<file path="src/rtl/stoch_to_bin.sv">
// Stochastic-to-binary decoder: counts ones per lane over a 2^W-sample window, valid/ready out.
// Define STB_BIPOLAR_EN to report each lane as the bipolar value 2*count - 2^W (W+2 bits).
module stoch_to_bin #(
    parameter int unsigned N = 2,
    parameter int unsigned W = 8,
`ifdef STB_BIPOLAR_EN
    localparam int unsigned FW = W + 2
`else
    localparam int unsigned FW = W + 1
`endif
) (
    input  logic            CLK,
    input  logic            RST_N,
    input  logic            EN,
    input  logic            START,
    input  logic [N-1:0]    IN,
    output logic [N*FW-1:0] OUT,
    output logic            VALID,
    input  logic            READY,
    output logic            BUSY
);

    localparam int unsigned CW = W + 1;

    typedef enum logic [1:0] {StIdle, StCount, StHold} state_e;

    state_e         state_q;
    logic [W-1:0]   win_q;
    logic [CW-1:0]  cnt_q   [N];
    logic [CW-1:0]  cnt_inc [N];
    logic [N*FW-1:0] final_out;

`ifdef STB_BIPOLAR_EN
    localparam logic [FW-1:0] Offset = {2'b01, {W{1'b0}}};
`endif

    // Lane counts including the current sample, and their output encoding.
    always_comb begin
        final_out = '0;
        for (int i = 0; i < int'(N); i++) begin
            cnt_inc[i] = cnt_q[i] + CW'(IN[i]);
`ifdef STB_BIPOLAR_EN
            final_out[i*FW +: FW] = {cnt_inc[i], 1'b0} - Offset;
`else
            final_out[i*FW +: FW] = cnt_inc[i];
`endif
        end
    end

    always_ff @(posedge CLK or negedge RST_N) begin
        if (!RST_N) begin
            state_q <= StIdle;
            OUT     <= '0;
            VALID   <= 1'b0;
            BUSY    <= 1'b0;
            win_q   <= '0;
            for (int i = 0; i < int'(N); i++) cnt_q[i] <= '0;
        end else begin
            unique case (state_q)
                StIdle: begin
                    if (START) begin
                        win_q <= '0;
                        for (int i = 0; i < int'(N); i++) cnt_q[i] <= '0;
                        BUSY    <= 1'b1;
                        state_q <= StCount;
                    end
                end
                StCount: begin
                    if (START) begin
                        // Restart: the sample of this cycle is discarded.
                        win_q <= '0;
                        for (int i = 0; i < int'(N); i++) cnt_q[i] <= '0;
                    end else if (EN) begin
                        if (win_q == '1) begin
                            OUT     <= final_out;
                            VALID   <= 1'b1;
                            BUSY    <= 1'b0;
                            state_q <= StHold;
                        end else begin
                            win_q <= win_q + 1'b1;
                            for (int i = 0; i < int'(N); i++) cnt_q[i] <= cnt_inc[i];
                        end
                    end
                end
                StHold: begin
                    if (READY) begin
                        VALID <= 1'b0;
                        if (START) begin
                            win_q <= '0;
                            for (int i = 0; i < int'(N); i++) cnt_q[i] <= '0;
                            BUSY    <= 1'b1;
                            state_q <= StCount;
                        end else begin
                            state_q <= StIdle;
                        end
                    end
                end
                default: state_q <= StIdle;
            endcase
        end
    end

endmodule

</file>
<file path="config.mk">
export PLATFORM = sky130hd
export DESIGN_NAME = stoch_to_bin
export DESIGN_NICKNAME = d
export VERILOG_FILES = /design/src/rtl/stoch_to_bin.sv
export SDC_FILE = /design/constraint.sdc
export NUM_CORES = 1
export LEC_CHECK = 0
export ABC_AREA = 1
export CAP_MARGIN = 0
export CORE_MARGIN = 8
export CORE_UTILIZATION = 46
export DETAILED_ROUTE_END_ITERATION = 10
export PLACE_DENSITY = 0.63
export SYNTH_ARGS = -nofsm -noshare
export SYNTH_HDL_FRONTEND = slang
export SYNTH_SLANG_ARGS = --single-unit
</file>
<file path="constraint.sdc">
create_clock -name CLK -period 2 [get_ports CLK]
set_input_delay 0.5 -clock CLK [delete_from_list [all_inputs] [get_ports CLK]]
set_output_delay 0.5 -clock CLK [all_outputs]
set_load 0.01 [all_outputs]
</file>
* After elaboration in Yosys (flattened, before gate mapping)
Index checks and enable logic that the tools add are counted.
Widths: inputs -> output; s select.
** Storage, ports and cells
- Flip-flop bits (word level) :: 48
- Word-level logic and storage cells :: 59
** Operators by class
- Add/sub/neg operators :: 3
- Equal/unequal tests :: 10
- Multiplexer cells :: 30
- Bitwise operators :: 1
- Reduce and logical (&&, ||, !) cells :: 8
** Operators with widths (number)
- $mux 18 :: 5
- $pmux 18 s3 :: 1
- $mux 8 :: 5
- $pmux 8 s3 :: 1
- $add 9x1->9 :: 2
- $reduce_and 5->1 :: 3
- $mux 1 :: 10
- $mux 2 :: 5
- $ne 2x2->1 const B :: 5
- $add 8x1->8 const B :: 1
- $eq 8x8->1 const B :: 1
- $reduce_and 4->1 :: 2
- $ne 3x3->1 const B :: 2
- $pmux 2 s3 :: 1
- $pmux 1 s3 :: 1
- $reduce_bool 3->1 :: 1
- $eq 2x1->1 const B :: 1
- $eq 2x2->1 const B :: 1
- $logic_not 2->1 :: 1
- $pmux 1 s2 :: 1
- $reduce_bool 2->1 :: 1
- $not 1->1 :: 1

* Longest topological paths before layout
Gate-level depths: netlist of run 1.
- Depth in word-level cells :: 5
- Depth in mapped cells :: 10
- Mapped depth without buffers :: 9

* Worst setup path before layout of run 1
OpenSTA, ideal clock, no wires.
- Path type :: reg2reg
- Start :: register win_q[0]
- End :: register win_q[7]
- Library setup time :: 0.117 ns
- Data arrival time :: 1.408 ns
- Data required time :: 1.883 ns
- Setup slack :: 0.475 ns
- Stages on the path, launching flop included :: 11
- Buffers on the path :: 1
- Clock period less this slack :: 1.525 ns
- Cells stage by stage :: dfrtp_1 > ha_1 > nand2_1 > nor2_1 > nand2_1 > nand3_1 > nand2_2 > nand2_4 > buf_8 > nand2_1 > nand2_1
** Between the ends
- Longest elaborated chain between the ends :: 5
** RTL lines
- from (decl) :: line 28 : logic [W-1:0] win_q;
- from (signal assigned) :: line 80 : win_q <= win_q + 1'b1;
- $add 8x1->8 :: line 80
- $mux 8 :: line 74 : if (win_q == '1) begin
- $mux 8 :: line 73 : end else if (EN) begin
- $mux 8 :: line 69 : if (START) begin
- $pmux 8 s3 :: line 59 : unique case (state_q)
Several ways; a longest one is shown, not always the timed one. The select of a mux whose other input is x is not followed.
A chain may end at the register's enable or synchronous reset.

* Final worst setup path of run 1
- Start :: input IN[0]
- End :: register cnt_q[17] in the netlist's numbering
** Between the ends
- Longest elaborated chain between the ends :: 5
** RTL lines
- from (decl) :: line 16 : input logic [N-1:0] IN,
- $add 9x1->9 :: line 41 : cnt_inc[i] = cnt_q[i] + CW'(IN[i]);
- $mux 18 :: line 74
- $mux 18 :: line 73
- $mux 18 :: line 69
- $pmux 18 s3 :: line 59
- to (decl) :: line 29 : logic [CW-1:0] cnt_q [N];
Every way passes these cells. The select of a mux whose other input is x is not followed.

==> flow_metrics.env, run 1 <==
export IMPL_hpwl_mm=4.00
export IMPL_post_cts_buffers=0
export IMPL_hold_buffers=0
export IMPL_start_kind="input port"
export IMPL_synth_cells=341
export IMPL_cts_resized=0
export IMPL_wl_per_cell_um=12.5
export IMPL_fin_nets=394
export IMPL_start_util=0.476
export IMPL_tritoncts="done"
export IMPL_wl_mm=5.66
export IMPL_drt_pass1_iter_count=4
export IMPL_clock_sinks=48
export IMPL_power_mw=1.94
export IMPL_dp_cells=446
export IMPL_dieArea_um2=8380
export IMPL_min_delay_path_class="in -> async"
export IMPL_overflow=0
export IMPL_finalMaxSlewViolations=0
export IMPL_cts_root_buf="clkbuf_8"
export IMPL_rsz0062_at_grt="no"
export IMPL_timing_final_crit_share=0.879
export IMPL_grt_max_degree=49
export IMPL_synth_cell_type_count=27
export IMPL_cts_buffers=5
export IMPL_die_w_um=91.5
export IMPL_path_max_fanout=3
export IMPL_cp_required_ps=2250
export IMPL_fmax_ghz=0.569
export IMPL_syn_avg_cell_area_um2=7.69
export IMPL_worstSetupPathType="in -> reg"
export IMPL_grt_pass1_wl_mm=10.3
export IMPL_skew_ps=11.0
export IMPL_fin_crit_ps=1760
export IMPL_yosysWarnings=0
export IMPL_setup_viol_count_final=0
export IMPL_fp_coreArea_um2=5510
export IMPL_drtAntennaViolNets=0
export IMPL_cp_arrival_ps=2000
export IMPL_rows=27
export IMPL_clock_latency_ps=310
export IMPL_antenna_found_initial=0
export IMPL_cts_clk_slew_worst_paths_ps=100
export IMPL_drive_gt1_frac=0.118
export IMPL_leakagePower_nw=1.55
export IMPL_ys_ff_latch=48
export IMPL_grt_pass1_vias=2282
export IMPL_num_vias=2219
export IMPL_cp_end_kind="flip-flop"
export IMPL_num_antenna_cells=0
export IMPL_powerDensity_nw_per_um2=614
export IMPL_gp_congestion=0.827
export IMPL_synthesis_area_um2=2620
export IMPL_track_usage=0.148
export IMPL_status="complete, no violations"
export IMPL_synth_nets=354
export IMPL_hold_slack_ps=159
export IMPL_port_buffers=26
export IMPL_hold_viol_final=0
export IMPL_slew_headroom=0.804
export IMPL_finalNonFillerCells=454
export IMPL_worstMarginPinSlew_ps=294
export IMPL_drc=0
export IMPL_vias_per_cell=4.89
export IMPL_die_y_um=91.5
export IMPL_seq_area_frac_synth=0.458
export IMPL_drt_iter0_drc=153
export IMPL_cts_htree_levels=2
export IMPL_cap_violations=0
export IMPL_ios=27
export IMPL_vdd_drop_max_v=0.000370
export IMPL_clockBufferDepth=2
export IMPL_syn_to_final_growth_pct=20.6
## final cells by class
cell class,count,area [um2]
clock buffer,5,68.8
timing repair buffer,43,420
multi-input combinational,247,1210
tap,72,90.1
sequential,48,1200
inverter,36,135
fill,491,2340
clock inverter,3,42.5
## report_power, final
part / switching [mW] / total [mW] / leakage, nW / internal, mW
clock: 0.348 / 0.718 / 0.0541 / 0.371
sequential: 0.0252 / 1.03 / 0.650 / 1.00
combinational: 0.109 / 0.198 / 0.849 / 0.0887
## per-layer routing
metal | GRT usage | part of all wire | routed length [um] | up-vias
met5 | 0 | 0 | 0 | -
met4 | 0.0505 | 0.010 | 57 | 0
met3 | 0.0387 | 0.038 | 218 | 5
met2 | 0.259 | 0.51 | 2880 | 27
met1 | 0.171 | 0.44 | 2510 | 1034
li1 | - | - | - | 1153
## per-stage QoR
stage	utilization	TNS, ps	area [um2]	setup WS, ps
floorplan	-	0	2620	475
global placement	0.554	-51.2	3050	-25.1
detailed placement	0.554	-283	3050	-64.0
CTS	0.575	0	3160	248
global route	0.575	0	3160	91.2
finish	0.575	0	3160	242
## layout by cell type (no fill, tap or decap), types with 6 or more instances in the layout
cell type,instances
ha_1,6
nand2_1,122
o21ai_2,13
dfrtp_1,48
buf_4,14
nand3_1,33
a21oi_1,8
clkdlybuf4s50_1,25
inv_1,34
nor2_1,35
## kinds of logic (layout without fill, tap and decap cells)
family          after synthesis  after routing  synth area share
simple gates                200            200             0.317
buf+inv                      46             87            0.0825
flops                        48             48             0.458
fa+ha+maj                     6              6            0.0286
compound gates               34             34            0.0906
xor+xnor                      7              7            0.0234
## worst paths after layout
| kind | startpoint | end | slack, ps | cells past startpoint |
|---|---|---|---|---|
| setup / recovery | IN[0] | cnt_q[17] | 240 | 9 |
| hold / removal | RST_N | OUT[13] | 160 | 2 |
| setup reg to reg | win_q[0] | win_q[7] | 370 | 9 |
| hold reg to reg | OUT[3] | OUT[3] | 490 | 2 |
| max in group asynchronous | RST_N | cnt_q[10] | 1610 | 2 |
| min in group CLK | OUT[3] | OUT[3] | 490 | 2 |
## critical path, cell delays in order
cell and delay [ps]:
clkdlybuf4s50_1 480, ha_1 170, ha_1 210, nand2_1 60, nor2_1 170, nand4_1 130, a21oi_1 170, nand2_1 70
nand2_1 50
## Yosys cell counts
cell type | instances | share of area
nand2_1 | 122 | 0.17
dfrtp_1 | 48 | 0.46
nor2_1 | 35 | 0.050
inv_1 | 34 | 0.049
nand3_1 | 33 | 0.063
o21ai_2 | 13 | 0.043
a21oi_1 | 8 | 0.015
ha_1 | 6 | 0.029
o21a_1 | 5 | 0.014
o21ai_0 | 5 | 0.0095
xor2_1 | 5 | 0.017
nand4_1 | 4 | 0.0095
clkbuf_1 | 3 | 0.0043
buf_2 | 2 | 0.0038
buf_6 | 2 | 0.0086
buf_8 | 2 | 0.011
inv_2 | 2 | 0.0029
o21bai_1 | 2 | 0.0057
xnor2_1 | 2 | 0.0067
buf_4 | 1 | 0.0029
nand2_2 | 1 | 0.0024
nand2_4 | 1 | 0.0043
nand3b_1 | 1 | 0.0029
nor2_2 | 1 | 0.0024
nor3_1 | 1 | 0.0019
nor3_4 | 1 | 0.0062
o22ai_1 | 1 | 0.0024
## state kept, by name, indices dropped and copies added (netlist names)
name     count
VALID        1
win_q        8
state_q      2
BUSY         1
cnt_q       18
OUT         18
Power figures use the tool's default switching activity.
==> run 2, diff against run 1 <==
- CAP_MARGIN: 0 -> not set
- CORE_ASPECT_RATIO: not set -> 1.5
==> flow_metrics.env, run 2 (same netlist as run 1, synthesis figures left out) <==
export IMPL_crit_path_start="win_q[0]"
export IMPL_leakagePower_nw=1.55
export IMPL_drtAntennaViolNets=0
export IMPL_die_y_um=108
export IMPL_finalMaxSlewViolations=0
export IMPL_hold_viol_final=0
export IMPL_setup_viol_count_final=0
export IMPL_clockBufferDepth=2
export IMPL_timing_rr_end="OUT[5]"
export IMPL_min_delay_path_class="in -> async"
export IMPL_num_vias=2226
export IMPL_dieArea_um2=8430
export IMPL_cts_resized=0
export IMPL_power_mw=1.99
export IMPL_drt_iter0_drc=159
export IMPL_grt_pass1_wl_mm=10.0
export IMPL_path_max_fanout=27
export IMPL_overflow=0
export IMPL_cpMostUsedCell="nand2_1"
export IMPL_cts_buffers=5
export IMPL_syn_to_final_growth_pct=20.1
export IMPL_dp_slack_ps=-87.3
export IMPL_power_frac_seq=0.516
export IMPL_fin_setup_tns_ps=0
export IMPL_die_w_um=77.7
export IMPL_cap_violations=0
export IMPL_clock_sinks=48
export IMPL_crit_slowest_cell="dfrtp_1"
export IMPL_reg2reg_from="win_q[0]"
export IMPL_combinationalPowerShare=0.099
export IMPL_skew_ps=8.02
export IMPL_dp_cells=442
export IMPL_powerDensity_nw_per_um2=631
export IMPL_drt_pass1_iter_count=4
export IMPL_timing_final_crit_share=0.884
export IMPL_drc=0
export IMPL_start_kind="flip-flop"
export IMPL_ff2ff_setup_slack_ps=230
export IMPL_post_cts_buffers=0
export IMPL_hpwl_mm=4.00
export IMPL_switching_share=0.230
export IMPL_port_buffers=26
export IMPL_cts_htree_levels=2
export IMPL_cp_required_ps=2160
export IMPL_wl_mm=5.72
export IMPL_internal_power_mw=1.53
export IMPL_layout_common_cells="nand2_1 (122), dfrtp_1 (48), nor2_1 (34), inv_1 (34), nand3_1 (33)"
export IMPL_cp_end_kind="flip-flop"
export IMPL_vdd_drop_max_v=0.000432
export IMPL_postLayoutCoreUtil=0.574
export IMPL_wl_per_cell_um=12.7
export IMPL_top_regs="OUT: 18 flops, cnt_q: 18 flops, win_q: 8 flops"
export IMPL_gp_congestion=0.795
export IMPL_cp_arrival_ps=1930
export IMPL_fmax_ghz=0.566
export IMPL_antenna_found_initial=0
export IMPL_rsz0062_at_grt="no"
export IMPL_status="complete, no violations"
export IMPL_ios=27
export IMPL_finalNonFillerCells=450
export IMPL_worstMarginPinSlew_ps=562
export IMPL_drive_gt1_frac=0.116
export IMPL_slew_headroom=0.625
export IMPL_rows=33
export IMPL_tritoncts="done"
export IMPL_track_usage=0.146
export IMPL_fp_coreArea_um2=5490
export IMPL_fin_ws_ps=233
export IMPL_worstSetupPathType="reg -> reg"
export IMPL_placed_area_um2=3020
export IMPL_fin_crit_ps=1770
export IMPL_final_common_cell="nand2_1"
export IMPL_vias_per_cell=4.95
export IMPL_slowest_delay_ps=420
export IMPL_hold_slack_ps=190
export IMPL_num_antenna_cells=0
export IMPL_design_area_um2=3150
export IMPL_clock_latency_ps=290
export IMPL_cts_root_buf="clkbuf_8"
export IMPL_clockPowerShare=0.385
export IMPL_hold_buffers=0
export IMPL_fin_nets=392
export IMPL_grt_max_degree=49
export IMPL_cts_clk_slew_worst_paths_ps=90
export IMPL_worst_r2r_path_depth=7
export IMPL_p_switching_uw=458
export IMPL_cp_cell_sequence="ha_1, nand2_1, nor2_1, nand2_1, nor2_2, inv_2, o21ai_0"
export IMPL_grt_pass1_vias=2278
export IMPL_start_util=0.478
-- run 2: area by class of cell --
| class | count | area [um2] |
|---|---|---|
| fill | 535 | 2340 |
| tap | 70 | 87.6 |
| clock inverter | 1 | 30.0 |
| clock buffer | 7 | 96.3 |
| timing repair buffer | 41 | 393 |
| multi-input combinational | 247 | 1210 |
| inverter | 36 | 135 |
| sequential | 48 | 1200 |
-- run 2: how the worst max path moves through the flow --
stage                 to  cells past startpoint  slack [ps]
2_1_floorplan   win_q[7]                     10         480
3_3_place_gp   cnt_q[17]                      9         -60
3_5_place_dp   cnt_q[17]                      9         -90
4_1_cts           OUT[5]                      7         200
5_1_grt        cnt_q[15]                      8          60
6_report          OUT[5]                      7         230
-- run 2: critical path, delay by kind of cell (launching register included) --
kind	cells	cell delay, ps
buffers and inverters	1	420
and+or+nand+nor	4	370
DFF	1	420
adders and majority gates	1	240
AOI/OAI and AO/OA	1	170
-- run 2: routing by layer --
metal  track usage  wire [um]
met1         0.152       2320
met2         0.282       3140
met3        0.0282        219
met4        0.0434         43
met5             0          0
-- run 2: power groups by stage --
stage	Combinational [mW]	Clock (mW)	Sequential, mW
final	0.197	0.764	1.03
after global routing	0.222	0.821	1.03
after CTS	0.203	0.788	1.03
after detailed placement	0.202	0	1.05
after global placement	0.199	0	1.04
after floorplan	0.101	0	1.05
==> run 3, diff against run 2 <==
- CORE_MARGIN: 8 -> 2
- CORE_UTILIZATION: 46 -> 30
- PLACE_DENSITY: 0.63 -> 0.44
==> flow_metrics.env, run 3 (same netlist as run 1, synthesis figures left out) <==
export IMPL_status="complete, no violations"
export IMPL_design_area_um2=3250
export IMPL_cts_resized=0
export IMPL_fp_coreArea_um2=8460
export IMPL_syn_to_final_growth_pct=24.0
export IMPL_start_util=0.310
export IMPL_slowest_delay_ps=430
export IMPL_hold_viol_final=0
export IMPL_die_y_um=119
export IMPL_switching_share=0.245
export IMPL_min_delay_path_class="in -> async"
export IMPL_grt_pass1_vias=2131
export IMPL_tritoncts="done"
export IMPL_cts_htree_levels=2
export IMPL_use_met1=0.178
export IMPL_start_kind="flip-flop"
export IMPL_vdd_drop_max_v=0.000319
export IMPL_timing_final_crit_share=0.891
export IMPL_antenna_found_initial=0
export IMPL_finalMaxSlewViolations=0
export IMPL_gp_congestion=0.784
export IMPL_crit_slowest_cell="inv_2"
export IMPL_post_cts_buffers=0
export IMPL_grt_max_degree=49
export IMPL_internal_power_mw=1.60
export IMPL_powerDensity_nw_per_um2=650
export IMPL_dieArea_um2=9530
export IMPL_cts_buffers=5
export IMPL_cts_clk_slew_worst_paths_ps=70
export IMPL_wl_mm=6.11
export IMPL_rsz0062_at_grt="no"
export IMPL_drc=0
export IMPL_leakagePower_nw=1.58
export IMPL_p_switching_uw=519
export IMPL_top_regs="OUT: 18 flops, cnt_q: 18 flops, win_q: 8 flops"
export IMPL_drtAntennaViolNets=0
export IMPL_num_antenna_cells=0
export IMPL_port_buffers=26
export IMPL_final_common_cell="nand2_1"
export IMPL_path_max_fanout=27
export IMPL_overflow=0
export IMPL_vias_per_cell=4.47
export IMPL_setup_viol_count_final=0
export IMPL_dp_cells=484
export IMPL_fmax_ghz=0.561
export IMPL_hold_buffers=0
export IMPL_clockPowerShare=0.416
export IMPL_placed_area_um2=3110
export IMPL_met3_usage=0.0328
export IMPL_ios=27
export IMPL_worstSetupPathType="reg -> reg"
export IMPL_drive_gt1_frac=0.119
export IMPL_layout_common_cells="nand2_1 (122), dfrtp_1 (48), nor2_1 (35), inv_1 (34), nand3_1 (33)"
export IMPL_slew_headroom=0.618
export IMPL_worstMarginPinSlew_ps=573
export IMPL_cp_end_kind="flip-flop"
export IMPL_drt_iter0_drc=110
export IMPL_clock_sinks=48
export IMPL_grt_pass1_wl_mm=10.5
export IMPL_cp_cell_sequence="ha_1, nand2_1, nor2_1, nand2_1, nor2_2, inv_2, o21ai_0"
export IMPL_wl_per_cell_um=12.4
export IMPL_num_vias=2198
export IMPL_rows=41
export IMPL_cp_required_ps=2150
export IMPL_n_fill_cell=878
export IMPL_fin_nets=397
export IMPL_cts_root_buf="clkbuf_16"
export IMPL_fin_ws_ps=219
export IMPL_finalNonFillerCells=492
export IMPL_grt_busiest_layer="met2"
export IMPL_hpwl_mm=4.11
export IMPL_fin_crit_ps=1780
export IMPL_cap_violations=0
export IMPL_crit_family="buffers and inverters"
export IMPL_die_w_um=80.4
export IMPL_skew_ps=2.48
export IMPL_cp_arrival_ps=1940
export IMPL_drt_pass1_iter_count=4
export IMPL_gr_usage_met2=0.238
export IMPL_clockBufferDepth=2
export IMPL_dp_slack_ps=-87.9
export IMPL_cpMostUsedCell="nand2_1"
export IMPL_clock_latency_ps=290
export IMPL_crit_buf_inv=1
export IMPL_track_usage=0.143
export IMPL_power_frac_seq=0.486
export IMPL_combinationalPowerShare=0.099
==> run 3: per-stage QoR <==
stage | power (mW) | hold slack, ps | util | TNS, ps
5_1_grt | 2.22 | 208 | 0.384 | 0
3_5_place_dp | 1.26 | 470 | 0.367 | -696
4_1_cts | 2.15 | 196 | 0.384 | 0
6_report | 2.11 | 182 | 0.384 | 0
2_1_floorplan | 1.15 | 204 | - | 0
3_3_place_gp | 1.26 | 469 | 0.367 | -345
==> run 3: worst reg2reg max path: stages, from the launching register on <==
cell	delay, ps
dfrtp_1	420
ha_1	240
nand2_1	110
nor2_1	50
nand2_1	140
nor2_2	80
inv_2	430
o21ai_0	180
==> run 3: power groups by stage <==
stage / registers [mW] / clock network, mW / logic [mW]
after floorplan: 1.05 / 0 / 0.101
after global placement: 1.04 / 0 / 0.214
after detailed placement: 1.05 / 0 / 0.215
after CTS: 1.03 / 0.910 / 0.215
after global routing: 1.03 / 0.955 / 0.239
final: 1.03 / 0.879 / 0.209
==> run 3: worst paths after layout <==
kind / cells after the start / to / slack [ps] / start
setup reg to reg: 7 / OUT[5] / 220 / win_q[0]
min in group CLK: 2 / OUT[1] / 480 / OUT[1]
setup / recovery: 7 / OUT[5] / 220 / win_q[0]
hold reg to reg: 2 / OUT[1] / 480 / OUT[1]
hold / removal: 2 / OUT[1] / 180 / RST_N
max in group asynchronous: 2 / OUT[12] / 1590 / RST_N
==> run 3: cell type report <==
| class | instances | area (um2) | area share |
|---|---|---|---|
| Sequential cell | 48 | 1200 | 0.369 |
| Clock buffer | 8 | 146 | 0.0450 |
| Inverter | 36 | 135 | 0.0415 |
| Tap cell | 107 | 134 | 0.0412 |
| Multi-Input combinational cell | 247 | 1210 | 0.371 |
| Timing Repair Buffer | 46 | 430 | 0.132 |
==> run 3: per-layer routing <==
layer / vias up / part of all wire
met1: 999 / 0.45
met4: 0 / 0.017
met5: - / 0
li1: 1166 / -
met3: 8 / 0.023
met2: 25 / 0.51
